<file path="config.mk">
export PLATFORM = sky130hd
export DESIGN_NAME = decode_window_sequencer
export DESIGN_NICKNAME = d
export VERILOG_FILES = /design/src/rtl/decode_window_sequencer.sv
export SDC_FILE = /design/constraint.sdc
export NUM_CORES = 1
export LEC_CHECK = 0
export CORE_MARGIN = 2
export CORE_UTILIZATION = 50
export CTS_BUF_LIST = sky130_fd_sc_hd__clkbuf_2 sky130_fd_sc_hd__clkbuf_4 sky130_fd_sc_hd__clkbuf_8
export DETAILED_ROUTE_END_ITERATION = 8
export DONT_BUFFER_PORTS = 1
export GPL_TIMING_DRIVEN = 0
export HOLD_SLACK_MARGIN = 0.02
export PLACE_DENSITY = 0.77
export SLEW_MARGIN = 20
export SYNTH_ARGS = -nofsm -noshare
export SYNTH_HDL_FRONTEND = slang
export SYNTH_SLANG_ARGS = --single-unit
</file>
<file path="constraint.sdc">
create_clock -name i_clk -period 3.36 [get_ports i_clk]
set_clock_uncertainty 0.05 [all_clocks]
set_input_delay 0.336 -clock i_clk [delete_from_list [all_inputs] [get_ports i_clk]]
set_output_delay 0.336 -clock i_clk [all_outputs]
set_load 0.01 [all_outputs]
</file>
<file path="src/rtl/decode_window_sequencer.sv">
// decode_window_sequencer
//   Byte queue between instruction fetch and decode. Fetch pushes 4-byte
//   beats into a circular buffer of DEPTH bytes. Decode sees the oldest
//   8 queued bytes as a window and retires 0..8 bytes per cycle.
//
// Ports
//   i_clk                 clock, rising edge
//   i_rst_n               asynchronous active-low reset
//   i_flush               drop all queued bytes (redirect); blocks fetch
//   i_fetch_valid/data    4-byte fetch beat, oldest byte in [7:0]
//   o_fetch_ready         beat accepted this cycle
//   o_window[0:7]         decode window, [0] is the oldest byte
//   o_window_valid_bytes  min(count, 8)
//   i_consume_valid/bytes retire n bytes from the window head
//   o_consume_error       previous cycle asked for more bytes than valid
//   o_stall_count         cycles with an empty queue (saturating); present
//                         only when DECODE_STALL_COUNTER_EN is defined
module decode_window_sequencer #(
  parameter int unsigned DEPTH = 16
) (
  input  logic        i_clk,
  input  logic        i_rst_n,
  input  logic        i_flush,
  input  logic        i_fetch_valid,
  input  logic [31:0] i_fetch_data,
  output logic        o_fetch_ready,
  output logic [7:0]  o_window [0:7],
  output logic [3:0]  o_window_valid_bytes,
  input  logic        i_consume_valid,
  input  logic [3:0]  i_consume_bytes,
  output logic        o_consume_error
`ifdef DECODE_STALL_COUNTER_EN
  ,
  output logic [15:0] o_stall_count
`endif
);

  localparam int unsigned AW = $clog2(DEPTH);
  localparam int unsigned CW = AW + 1;
  localparam logic [CW-1:0] READY_MAX = CW'(DEPTH - 4);

  logic [7:0]    mem [0:DEPTH-1];
  logic [AW-1:0] rd_ptr;
  logic [AW-1:0] wr_ptr;
  logic [CW-1:0] count;
  logic          fetch_fire;
  logic          consume_legal;

  // Only the registered count gates ready; a same-cycle consume is not credited.
  assign o_fetch_ready        = !i_flush && (count <= READY_MAX);
  assign fetch_fire           = i_fetch_valid && o_fetch_ready;
  assign o_window_valid_bytes = (count >= CW'(8)) ? 4'd8 : count[3:0];
  // valid_bytes never exceeds 8, so this also rejects requests above 8.
  assign consume_legal        = i_consume_valid && (i_consume_bytes <= o_window_valid_bytes);

  always_comb begin
    for (int unsigned k = 0; k < 8; k++) begin
      o_window[k] = '0;
      if (CW'(k) < count) begin
        o_window[k] = mem[rd_ptr + AW'(k)];
      end
    end
  end

  // Storage is not reset; bytes beyond count are masked in the window.
  always_ff @(posedge i_clk) begin
    if (fetch_fire) begin
      for (int unsigned b = 0; b < 4; b++) begin
        mem[wr_ptr + AW'(b)] <= i_fetch_data[8*b +: 8];
      end
    end
  end

  always_ff @(posedge i_clk or negedge i_rst_n) begin
    if (!i_rst_n) begin
      rd_ptr          <= '0;
      wr_ptr          <= '0;
      count           <= '0;
      o_consume_error <= 1'b0;
    end else if (i_flush) begin
      rd_ptr          <= '0;
      wr_ptr          <= '0;
      count           <= '0;
      o_consume_error <= 1'b0;
    end else begin
      o_consume_error <= i_consume_valid && !consume_legal;
      if (consume_legal) begin
        rd_ptr <= rd_ptr + AW'(i_consume_bytes);
      end
      if (fetch_fire) begin
        wr_ptr <= wr_ptr + AW'(4);
      end
      count <= count
             + (fetch_fire    ? CW'(4)               : '0)
             - (consume_legal ? CW'(i_consume_bytes) : '0);
    end
  end

`ifdef DECODE_STALL_COUNTER_EN
  always_ff @(posedge i_clk or negedge i_rst_n) begin
    if (!i_rst_n) begin
      o_stall_count <= '0;
    end else if ((count == '0) && !i_flush && (o_stall_count != '1)) begin
      o_stall_count <= o_stall_count + 16'd1;
    end
  end
`endif

endmodule

</file>
Yosys cells after proc, flatten, opt, wreduce, memory -nomap -nowiden --
Memory sizes are Yosys's and may differ from the RTL's. Cells that the tools add are included.
Word-level totals: flip-flop bits (word level) 14, bits in writable memories 128, bits of input ports 41, output and inout bits 70, word-level logic and storage cells 57, memories kept 1
Memory list:
- mem | depth 16, bits a word 8, rd ports 8, clocked after memory_dff 0, wr ports 4, line 42 | logic [7:0] mem [0:DEPTH-1];
Cells by class: add/sub/neg operators 14, magnitude comparators 11, multiplexer cells 19, reduce and logical (&&, ||, !) cells 8
Operator list (count):
- $mux 8 | 8
- $mux 4 | 6
- $add 4x3->4 const B | 5
- $lt 3x5->1 const A | 4
- $add 4x2->4 const B | 4
- $lt 1x5->1 const A | 2
- $lt 2x5->1 const A | 2
- $add 4x1->4 const B | 2
- $add 5x3->5 | 1
- $ge 5x4->1 const B | 1
- $le 5x4->1 const B | 1
- $mux 5 | 1
- $sub 5x4->5 | 1
- $add 4x4->4 | 1
- $le 4x4->1 | 1
- $logic_and 1x1->1 | 4
- $reduce_bool 2->1 | 2
- $mux 1 | 3
- $mux 3 | 1
- $logic_not 1->1 | 2

Longest topological paths before layout --
Gate-level depths: netlist of the first run.
depth in word-level cells 7, mapped depth 16

Worst setup path after synthesis of the first run --
No wires, ideal clock.
path kind reg2reg, start register count[4], end register count[4], setup time 132 ps, arrival time 3415 ps, required time 3178 ps, slack -237 ps, cell stages (with the launch flop) 17, buffers on the path 1, period minus slack after synthesis 3597 ps, path through dfrtp_1 > nor2_1 > inv_1 > nor2_1 > ha_1 > nor2b_1 > o21ai_0 > a32o_1 > clkbuf_1 > and2_1 > fa_1 > inv_1 > ha_1 > a21o_1 > a21oi_1 > xnor2_1 > nor2_1
On the way: word-level cells in the longest chain between the ends 7, elaborated cells on any way between the ends 12, those cells by class add/sub: 2; order compare: 3; mux: 4; reduce/logical: 3
Ends and longest elaborated chain:
- from (decl) | line 45 | logic [CW-1:0] count;
- from (signal assigned) | line 93 | count <= count
- $ge 5x4->1 | line 52 | assign o_window_valid_bytes = (count >= CW'(8)) ? 4'd8 : count[3:0];
- $mux 4 | line 52
- net o_window_valid_bytes[3] | line 28 | output logic [3:0] o_window_valid_bytes,
- $le 4x4->1 | line 54 | assign consume_legal = i_consume_valid && (i_consume_bytes <= o_window_valid_bytes);
- $logic_and 1x1->1 | line 54
- $mux 4 | line 95 | - (consume_legal ? CW'(i_consume_bytes) : '0);
- $sub 5x4->5 | line 95
- $mux 5 | line 80 | end else if (i_flush) begin
The timed path passes the listed nets, and every way through them passes these cells. A chain may end at the register's enable or synchronous reset.

==> results.sh, run 1 <==
export IMPL_cts_buffers=17
export IMPL_start_util_pct=51.3
export IMPL_setup_viol=0
export IMPL_die_x_um=157
export IMPL_seq_area_frac_synth_pct=35.5
export IMPL_netlist_area_sq_um=11700
export IMPL_fin_ws_ps=4.46
export IMPL_grt_start_max_net_pins=34
export IMPL_hold_viol_final=0
export IMPL_fin_crit_sh_pct=99.9
export IMPL_slew_headroom_pct=16.9
export IMPL_dr_wl_met2_mm=17.7
export IMPL_syn_nets=847
export IMPL_tns_ps=0
export IMPL_ctsLongestPathBuffers=2
export IMPL_gp_congestion=0.980
export IMPL_drv_cap=0
export IMPL_required_ps=2970
export IMPL_preCtsSetupSlack_ps=-1090
export IMPL_synth_area_leaders="edfxtp_1 (33%), mux4_2 (25%), mux2i_1 (11%), mux2_4 (9.8%), o22ai_1 (3.4%)"
export IMPL_path_max_fanout=12
export IMPL_power_density_nw_per_um2=845
export IMPL_rows=55
export IMPL_syn_inst=779
export IMPL_ys_warnings_count=0
export IMPL_leakagePower_nw=4.82
export IMPL_finish_utilization_pct=59.2
export IMPL_worst_pin_slew_ps=1240
export IMPL_htreeDepth=4
export IMPL_grt_usage_pct=32.2
export IMPL_drt_initial_drc_count=1304
export IMPL_vdd_ir_drop_max_mv=0.538
export IMPL_clk_root_buffer_cell="clkbuf_8"
export IMPL_num_vias=8576
export IMPL_syn_to_final_growth_pct=15.4
export IMPL_antenna_found_initial=0
export IMPL_min_path_cells=1
export IMPL_syn_area_per_cell_sq_um=15.0
export IMPL_worstSkewPairLatency_ps=480
export IMPL_synth_cell_types=42
export IMPL_rr_worst_depth=14
export IMPL_core_area_sq_um=22800
export IMPL_end_kind="output pin"
export IMPL_ant_nets=0
export IMPL_synth_area_leader_cell="edfxtp_1"
export IMPL_ios=111
export IMPL_met3_length_mm=5.66
export IMPL_synth_top_flop_cell="edfxtp_1"
export IMPL_nets=929
export IMPL_die_h_um=157
export IMPL_path_clk_slew_ps=100
export IMPL_topRoutingLayerUsed="met4"
export IMPL_synth_edf_count=128
export IMPL_timing_hold_ws_ps=25.6
export IMPL_cts_sinks=140
export IMPL_rsz0062_at_grt="true"
export IMPL_fin_crit_ps=3360
export IMPL_grt_pass1_wl_mm=55.8
export IMPL_drc=0
export IMPL_startpoint_type="register"
export IMPL_port_buffers=0
export IMPL_max_freq_mhz=298
export IMPL_wl_per_cell_um=32.6
export IMPL_ys_ff_latch=140
export IMPL_hp_class="input pin to register"
export IMPL_cts_tree="yes"
export IMPL_wl_met1_mm=13.3
export IMPL_first_pass_iters=6
export IMPL_status="complete, no violations"
export IMPL_path_class="register to output pin"
export IMPL_hpwl_mm=26.6
export IMPL_synth_top_cell_area_share_pct=32.9
export IMPL_layout_drive_gt1_share_pct=43.7
export IMPL_drt_wl_total_mm=38.7
export IMPL_overflow=0
export IMPL_grt_pass1_vias=8467
export IMPL_arrival_ps=2970
export IMPL_ys_async_sr_fraction_pct=8.57
export IMPL_drv_slew=0
export IMPL_avgViaCountPerCell=7.22
export IMPL_dieArea_sq_um=24600
[cell usage in the layout (no fill, tap or decap), types with 15 or more instances in the layout]
| cell type | count |
|---|---|
| o22ai_1 | 45 |
| mux2i_1 | 128 |
| inv_1 | 18 |
| mux2_2 | 20 |
| dlygate4sd3_1 | 38 |
| buf_4 | 28 |
| o22ai_2 | 19 |
| nand2_1 | 18 |
| ha_1 | 20 |
| clkbuf_1 | 35 |
| edfxtp_1 | 128 |
| mux4_2 | 128 |
| mux2_4 | 76 |
| clkbuf_8 | 17 |
| buf_12 | 15 |
[sequential cells by signal (all words and copies together) (netlist names)]
name             cells
wr_ptr               2
count                5
o_consume_error      1
rd_ptr               4
mem                128
[report_power, final]
part	switching [W]	internal (W)	leakage, nW	total, W
Combinational	0.00459	0.00325	3.31	0.00784
Clock	0.000812	0.000548	0.192	0.00136
Sequential	0.000129	0.00207	1.31	0.00220
Total	0.00553	0.00587	4.82	0.0114
[synth_stat cells, types with 8 or more instances]
cell type    n
edfxtp_1   128
mux4_2     128
clkbuf_1    36
buf_2       28
o22ai_1     64
dfrtp_1     12
ha_1        24
and3_1       9
nor2_1       9
inv_1       19
mux2_2      20
mux2i_1    130
mux2_4      76
nand2_1     20
buf_12       8
[worst paths after layout]
| kind | slack (ps) | end | from |
|---|---|---|---|
| max in group asynchronous | 2600 | rd_ptr[1]$_DFFE_PN0P_ | i_rst_n |
| setup reg to reg | 130 | count[4]$_DFF_PN0_ | count[3]$_DFF_PN0_ |
| hold / removal | 30 | mem[10][1]$_DFFE_PP_ | i_fetch_data[17] |
| setup / recovery | 4 | o_window[46] | rd_ptr[2]$_DFFE_PN0P_ |
| min in group asynchronous | 240 | wr_ptr[2]$_DFFE_PN0N_ | i_rst_n |
| hold reg to reg | 500 | wr_ptr[2]$_DFFE_PN0N_ | wr_ptr[2]$_DFFE_PN0N_ |
[layout make-up]
| type | count | area (sq um) |
|---|---|---|
| Inverter | 20 | 78.8 |
| Buffer | 82 | 672 |
| Timing Repair Buffer | 65 | 632 |
| Fill cell | 1720 | 9300 |
| Sequential cell | 140 | 4150 |
| Clock inverter | 15 | 144 |
| Antenna cell | 1 | 2.50 |
| Multi-Input combinational cell | 535 | 7180 |
| Tap cell | 313 | 392 |
| Clock buffer | 17 | 234 |
[layer usage]
layer	GRT usage [%]	up-vias
met5	1.86	-
met4	15.5	0
met3	13.1	164
met2	49.8	762
met1	39.2	4279
li1	-	3371
[through the flow]
step                instance area [sq um]  cells  total power [W]
detailed placement                  12100   1094          0.00893
floorplan                           11700    779          0.00707
global placement                    12100   1092          0.00881
finish                              13500   1188           0.0114
CTS                                 13300   1177           0.0110
global route                        13500   1187           0.0117
[critical path: stages, from the launching register on]
cell      delay (ps)
dfrtp_1          440
buf_2            200
inv_2            220
buf_8            240
ha_1             290
or2_2            300
clkbuf_1         280
o22ai_1          520
[kinds of logic (layout without fill, tap and decap cells)]
group	after synthesis	count (layout)	synth area share [%]
compound gates	85	85	4.74
xor+xnor	15	15	1.70
fa+ha+maj	27	27	3.09
buf+inv	104	199	5.21
flops	140	140	35.5
mux	354	354	47.5
other cells	0	1	0
simple gates	54	54	2.26
[what timing repair did]
| item | 4_1_cts | 5_1_grt |
|---|---|---|
| pin swaps | 7 | 11 |
| endpoints found under the hold margin | 116 | 2 |
| gates resized for setup | 78 | 18 |
| hold buffers | 36 | 2 |
| endpoints found under the setup margin | 52 | 39 |
| cloned | 1 | 0 |
| buffers inserted | 15 | 9 |
Power figures use the tool's default switching activity.
==> run 2: changes to the inputs <==
Settings changed: PLACE_DENSITY 0.77 to 0.68, SLEW_MARGIN 20 to 40.
==> run 2 against run 1 <==
Non-clock buffer count rose by 12. Largest power group unchanged. Combinational power rose by 2.7%. Sequential power barely moved. Register-to-register slack barely moved. Die area did not move. Via count rose by 0.50%. Worst setup slack improved by 65 ps. Cell count rose by 0.93%. Wire length rose by 5.3%. Power rose by 3.0%. Sequential share of layout area fell by 0.53 points.
==> results.sh, run 2 (same netlist as run 1, synthesis figures left out) <==
export IMPL_ant_nets=0
export IMPL_final_cell_mix="mux4_2 (128), edfxtp_1 (128), mux2i_1 (127), mux2_4 (76), dlygate4sd3_1 (51)"
export IMPL_cp_cell_sequence="buf_2 -> inv_4 -> buf_6 -> ha_1 -> nand2b_1 -> clkbuf_1 -> o22ai_2"
export IMPL_cts_buffers=17
export IMPL_stdcell_count=1199
export IMPL_core_area_sq_um=22800
export IMPL_rows=55
export IMPL_regMostFlops="mem"
export IMPL_nets=941
export IMPL_seq_area_sq_um=4150
export IMPL_vdd_ir_drop_max_mv=0.566
export IMPL_slew_headroom_pct=36.7
export IMPL_ios=111
export IMPL_wl_per_cell_um=34.0
export IMPL_drc=0
export IMPL_largest_registers="mem (128), count (5), rd_ptr (4)"
export IMPL_gp_congestion=1.00
export IMPL_hpwl_mm=28.0
export IMPL_startpoint_type="register"
export IMPL_grt_pass1_vias=8766
export IMPL_largest_reg_flops=128
export IMPL_cts_sinks=140
export IMPL_path_max_fanout=12
export IMPL_design_area_sq_um=13700
export IMPL_fin_crit_sh_pct=97.9
export IMPL_worstSkewPairLatency_ps=490
export IMPL_arrival_ps=2900
export IMPL_num_vias=8619
export IMPL_leakagePower_nw=4.91
export IMPL_grt_usage_pct=33.6
export IMPL_overflow=0
export IMPL_avgViaCountPerCell=7.19
export IMPL_layout_drive_gt1_share_pct=44.1
export IMPL_path_delay_family="buffers and inverters"
export IMPL_die_h_um=157
export IMPL_drt_wl_total_mm=40.8
export IMPL_setup_viol=0
export IMPL_worst_pin_slew_ps=949
export IMPL_status="complete, no violations"
export IMPL_syn_to_final_growth_pct=17.5
export IMPL_htreeDepth=4
export IMPL_end_kind="output pin"
export IMPL_placed_area_sq_um=12200
export IMPL_clk_root_buffer_cell="clkbuf_8"
export IMPL_dp_cells=1095
export IMPL_dieArea_sq_um=24600
export IMPL_drv_slew=0
export IMPL_drt_initial_drc_count=1036
export IMPL_regToRegSetupSlack_ps=140
export IMPL_required_ps=2970
export IMPL_crit_buf_inv=4
export IMPL_cpPeakStageDelay_ps=710
export IMPL_power_density_nw_per_um2=855
export IMPL_path_clk_slew_ps=90
export IMPL_drv_cap=0
export IMPL_start_util_pct=51.3
export IMPL_cts_tree="yes"
export IMPL_multiInputGateArea_sq_um=7230
export IMPL_grt_pass1_wl_mm=57.9
export IMPL_die_x_um=157
export IMPL_ctsLongestPathBuffers=2
export IMPL_grt_start_max_net_pins=34
export IMPL_port_buffers=0
export IMPL_slowest_stage="clkbuf_1"
export IMPL_hold_viol_final=0
export IMPL_hp_class="input pin to register"
export IMPL_antenna_cells=0
export IMPL_antenna_found_initial=0
export IMPL_fin_crit_ps=3290
export IMPL_max_freq_mhz=304
export IMPL_path_class="register to output pin"
export IMPL_finalPower_w=0.0117
export IMPL_fillers=1714
export IMPL_first_pass_iters=5
==> run 2: per-layer routing <==
metal	GRT usage, %	wire length [um]	up-vias	share of wire [%]
met1	40.4	14000	4306	34
met2	53.6	19200	743	47
met4	16.9	2390	0	5.9
met5	0	0	-	0
met3	12.0	5160	177	13
li1	-	-	3393	-
==> run 2: what timing repair did <==
| item | CTS | global route |
|---|---|---|
| pin swaps | 8 | 6 |
| buffers inserted | 18 | 5 |
| cloned | 1 | 0 |
| endpoints found under the hold margin | 90 | 22 |
| endpoints found under the setup margin | 51 | 41 |
| hold buffers | 36 | 15 |
| gates resized for setup | 79 | 25 |
==> run 2: path summary, 6_finish.rpt <==
check | startpoint | end | depth (start not counted)
setup / recovery | rd_ptr[2]$_DFFE_PN0P_ | o_window[46] | 7
hold / removal | i_fetch_data[0] | mem[6][0]$_DFFE_PP_ | 1
setup reg to reg | count[3]$_DFF_PN0_ | count[4]$_DFF_PN0_ | 14
hold reg to reg | wr_ptr[2]$_DFFE_PN0N_ | wr_ptr[2]$_DFFE_PN0N_ | 1
max in group asynchronous | i_rst_n | rd_ptr[1]$_DFFE_PN0P_ | 1
min in group asynchronous | i_rst_n | wr_ptr[2]$_DFFE_PN0N_ | 1
==> run 2: through the flow <==
step                util (%)  setup slack [ps]  TNS [ps]  hold WS, ps
finish                  60.2              69.6         0         20.8
detailed placement      53.4             -1150    -44870        -9.26
CTS                     58.9              4.72         0         20.0
global route            60.2             -1.06     -1.06         20.8
floorplan                  -              5.54         0        -9.59
global placement        53.0             -1100    -41710        -9.28
==> run 2: area by class of cell <==
class,count,area share (%)
buffer,81,4.92
clock inverter,15,1.28
multi-input combinational,535,52.7
tap,313,2.86
clock buffer,17,1.71
inverter,20,0.593
sequential,140,30.2
timing repair buffer,78,5.70
==> run 2: report_power, final <==
part / internal, W / switching (W)
Clock: 0.000687 / 0.000799
Sequential: 0.00207 / 0.000126
Combinational: 0.00335 / 0.00470
==> run 3: changes to the inputs <==
Settings changed: CORE_MARGIN 2 to unset.
==> run 3 against run 2 <==
Cell count shrank 3.8%. Sequential share of layout area grew 0.88 points. Power shrank 0.40%. Global-route usage shrank 0.14 points. Flip-flop and latch count is the same. Die area shrank 2.5%. Largest cell class unchanged.
==> results.sh, run 3 (same netlist as run 1, synthesis figures left out) <==
export IMPL_power_frac_comb_pct=67.8
export IMPL_grt_usage_pct=33.5
export IMPL_cellInternalPower_w=0.00619
export IMPL_setup_viol=0
export IMPL_power_density_nw_per_um2=877
export IMPL_cts_sinks=140
export IMPL_antenna_cells=0
export IMPL_start_util_pct=51.3
export IMPL_fin_crit_ps=3310
export IMPL_fin_crit_sh_pct=98.4
export IMPL_die_h_um=155
export IMPL_worst_pin_slew_ps=930
export IMPL_arrival_ps=2920
export IMPL_path_max_fanout=19
export IMPL_drv_cap=0
export IMPL_r2r_start="count[3]$_DFF_PN0_"
export IMPL_dr_wl_met2_mm=18.4
export IMPL_first_pass_iters=7
export IMPL_htreeDepth=4
export IMPL_largest_registers="mem (128), count (5), rd_ptr (4)"
export IMPL_regToRegSetupSlack_ps=70
export IMPL_regMostFlops="mem"
export IMPL_max_freq_mhz=303
export IMPL_required_ps=2970
export IMPL_hold_viol_final=0
export IMPL_startpoint_type="register"
export IMPL_final_cell_mix="mux4_2 (128), mux2i_1 (128), edfxtp_1 (128), mux2_4 (76), o22ai_1 (36)"
export IMPL_wl_per_cell_um=34.2
export IMPL_dp_cells=1093
export IMPL_ant_nets=0
export IMPL_grt_start_max_net_pins=34
export IMPL_hp_class="input pin to register"
export IMPL_pwr_share_seq_pct=18.8
export IMPL_path_class="register to output pin"
export IMPL_drv_slew=0
export IMPL_wl_met1_mm=13.8
export IMPL_dieArea_sq_um=24000
export IMPL_antenna_found_initial=0
export IMPL_clk_root_buffer_cell="clkbuf_8"
export IMPL_met3_length_mm=4.99
export IMPL_die_x_um=155
export IMPL_avgViaCountPerCell=7.28
export IMPL_num_vias=8398
export IMPL_syn_to_final_growth_pct=14.1
export IMPL_vdd_ir_drop_max_mv=0.582
export IMPL_rows=55
export IMPL_ctsLongestPathBuffers=2
export IMPL_holdCritStartpoint="i_fetch_data[1]"
export IMPL_drc=0
export IMPL_ios=111
export IMPL_power_frac_clock_pct=13.4
export IMPL_holdPathEnd="mem[0][1]$_DFFE_PP_"
export IMPL_design_area_sq_um=13300
export IMPL_grt_pass1_wl_mm=56.2
export IMPL_port_buffers=0
export IMPL_gp_congestion=0.994
export IMPL_overflow=0
export IMPL_rsz0062_at_grt="true"
export IMPL_stdcell_count=1153
export IMPL_cts_tree="yes"
export IMPL_timing_hold_ws_ps=27.7
export IMPL_drt_initial_drc_count=1220
export IMPL_leakagePower_nw=4.72
export IMPL_topRoutingLayerUsed="met4"
export IMPL_rr_worst_depth=14
export IMPL_p_sw_w=0.00550
export IMPL_hpwl_mm=27.5
export IMPL_slew_headroom_pct=38.0
export IMPL_tns_ps=0
export IMPL_drt_wl_total_mm=39.4
export IMPL_layout_drive_gt1_share_pct=47.0
export IMPL_grt_pass1_vias=8558
export IMPL_cts_buffers=17
export IMPL_status="complete, no violations"
export IMPL_path_clk_slew_ps=90
export IMPL_switching_share_pct=47.0
export IMPL_end_kind="output pin"
export IMPL_largest_reg_flops=128
export IMPL_nets=895
export IMPL_worstSkewPairLatency_ps=460
export IMPL_r2r_end="count[4]$_DFF_PN0_"
export IMPL_placed_area_sq_um=12100
export IMPL_core_area_sq_um=22800
export IMPL_min_path_cells=1
## run 3: cell count changes in the layout (fill, tap and decap cells not counted), moves of 2 or more
cell / before / now
dlygate4sd3_1: 51 / 12
buf_4: 28 / 24
inv_8: 4 / 0
o22ai_1: 39 / 36
o22ai_2: 24 / 27
bufinv_16: 2 / 4
clkinv_2: 0 / 2
ha_1: 21 / 19
ha_4: 2 / 4
## run 3: timing repair
action,4_1_cts,5_1_grt
hold buffers,10,2
setup endpoints to repair,51,41
buffers inserted,16,4
pin swaps,9,19
endpoints found under the hold margin,22,2
gates resized for setup,80,33
cloned,1,0
## run 3: worst max-delay path by stage
stage | start | end | slack, ps
final | rd_ptr[1]$_DFFE_PN0P_ | o_window[5] | 50
after floorplan | count[3]$_DFF_PN0_ | count[4]$_DFF_PN0_ | 6
after global routing | count[3]$_DFF_PN0_ | count[4]$_DFF_PN0_ | -60
after detailed placement | rd_ptr[1]$_DFFE_PN0P_ | o_window[20] | -1110
after global placement | rd_ptr[1]$_DFFE_PN0P_ | o_window[39] | -1030
after CTS | rd_ptr[2]$_DFFE_PN0P_ | o_window[17] | 0.8
## run 3: power groups by stage
stage | combinational (W) | clock [W] | sequential (W)
floorplan | 0.00488 | 0 | 0.00219
global placement | 0.00655 | 0 | 0.00223
detailed placement | 0.00674 | 0 | 0.00224
CTS | 0.00749 | 0.00155 | 0.00219
global route | 0.00814 | 0.00162 | 0.00221
finish | 0.00792 | 0.00156 | 0.00220
## run 3: area by class of cell
| type | instances | area (sq um) |
|---|---|---|
| tap | 313 | 392 |
| clock inverter | 13 | 188 |
| timing repair buffer | 34 | 334 |
| sequential | 140 | 4150 |
| multi-input combinational | 535 | 7270 |
| inverter | 20 | 85.1 |
| clock buffer | 19 | 255 |
| fill | 1731 | 9450 |
| buffer | 79 | 652 |
## run 3: layer usage
layer  track usage (%)  up-vias
met3              11.5      157
met2              53.6      727
met1              40.5     4228
met4              16.2        0
met5                 0        -
li1                  -     3286
## run 3: stage by stage
step | util [%] | setup slack [ps] | power (W)
2_1_floorplan | - | 5.54 | 0.00707
3_3_place_gp | 53.0 | -1030 | 0.00878
3_5_place_dp | 53.2 | -1110 | 0.00898
4_1_cts | 57.8 | 0.836 | 0.0112
5_1_grt | 58.5 | -62.8 | 0.0120
6_report | 58.5 | 54.3 | 0.0117
## run 3: critical path, cell delays in order, from the launching register on
cell        delay [ps]
dfrtp_2            440
buf_12             200
clkinvlp_4         190
ha_4               320
buf_12             120
bufbuf_16          270
mux4_2             540
mux2i_1            190
o22ai_2            170
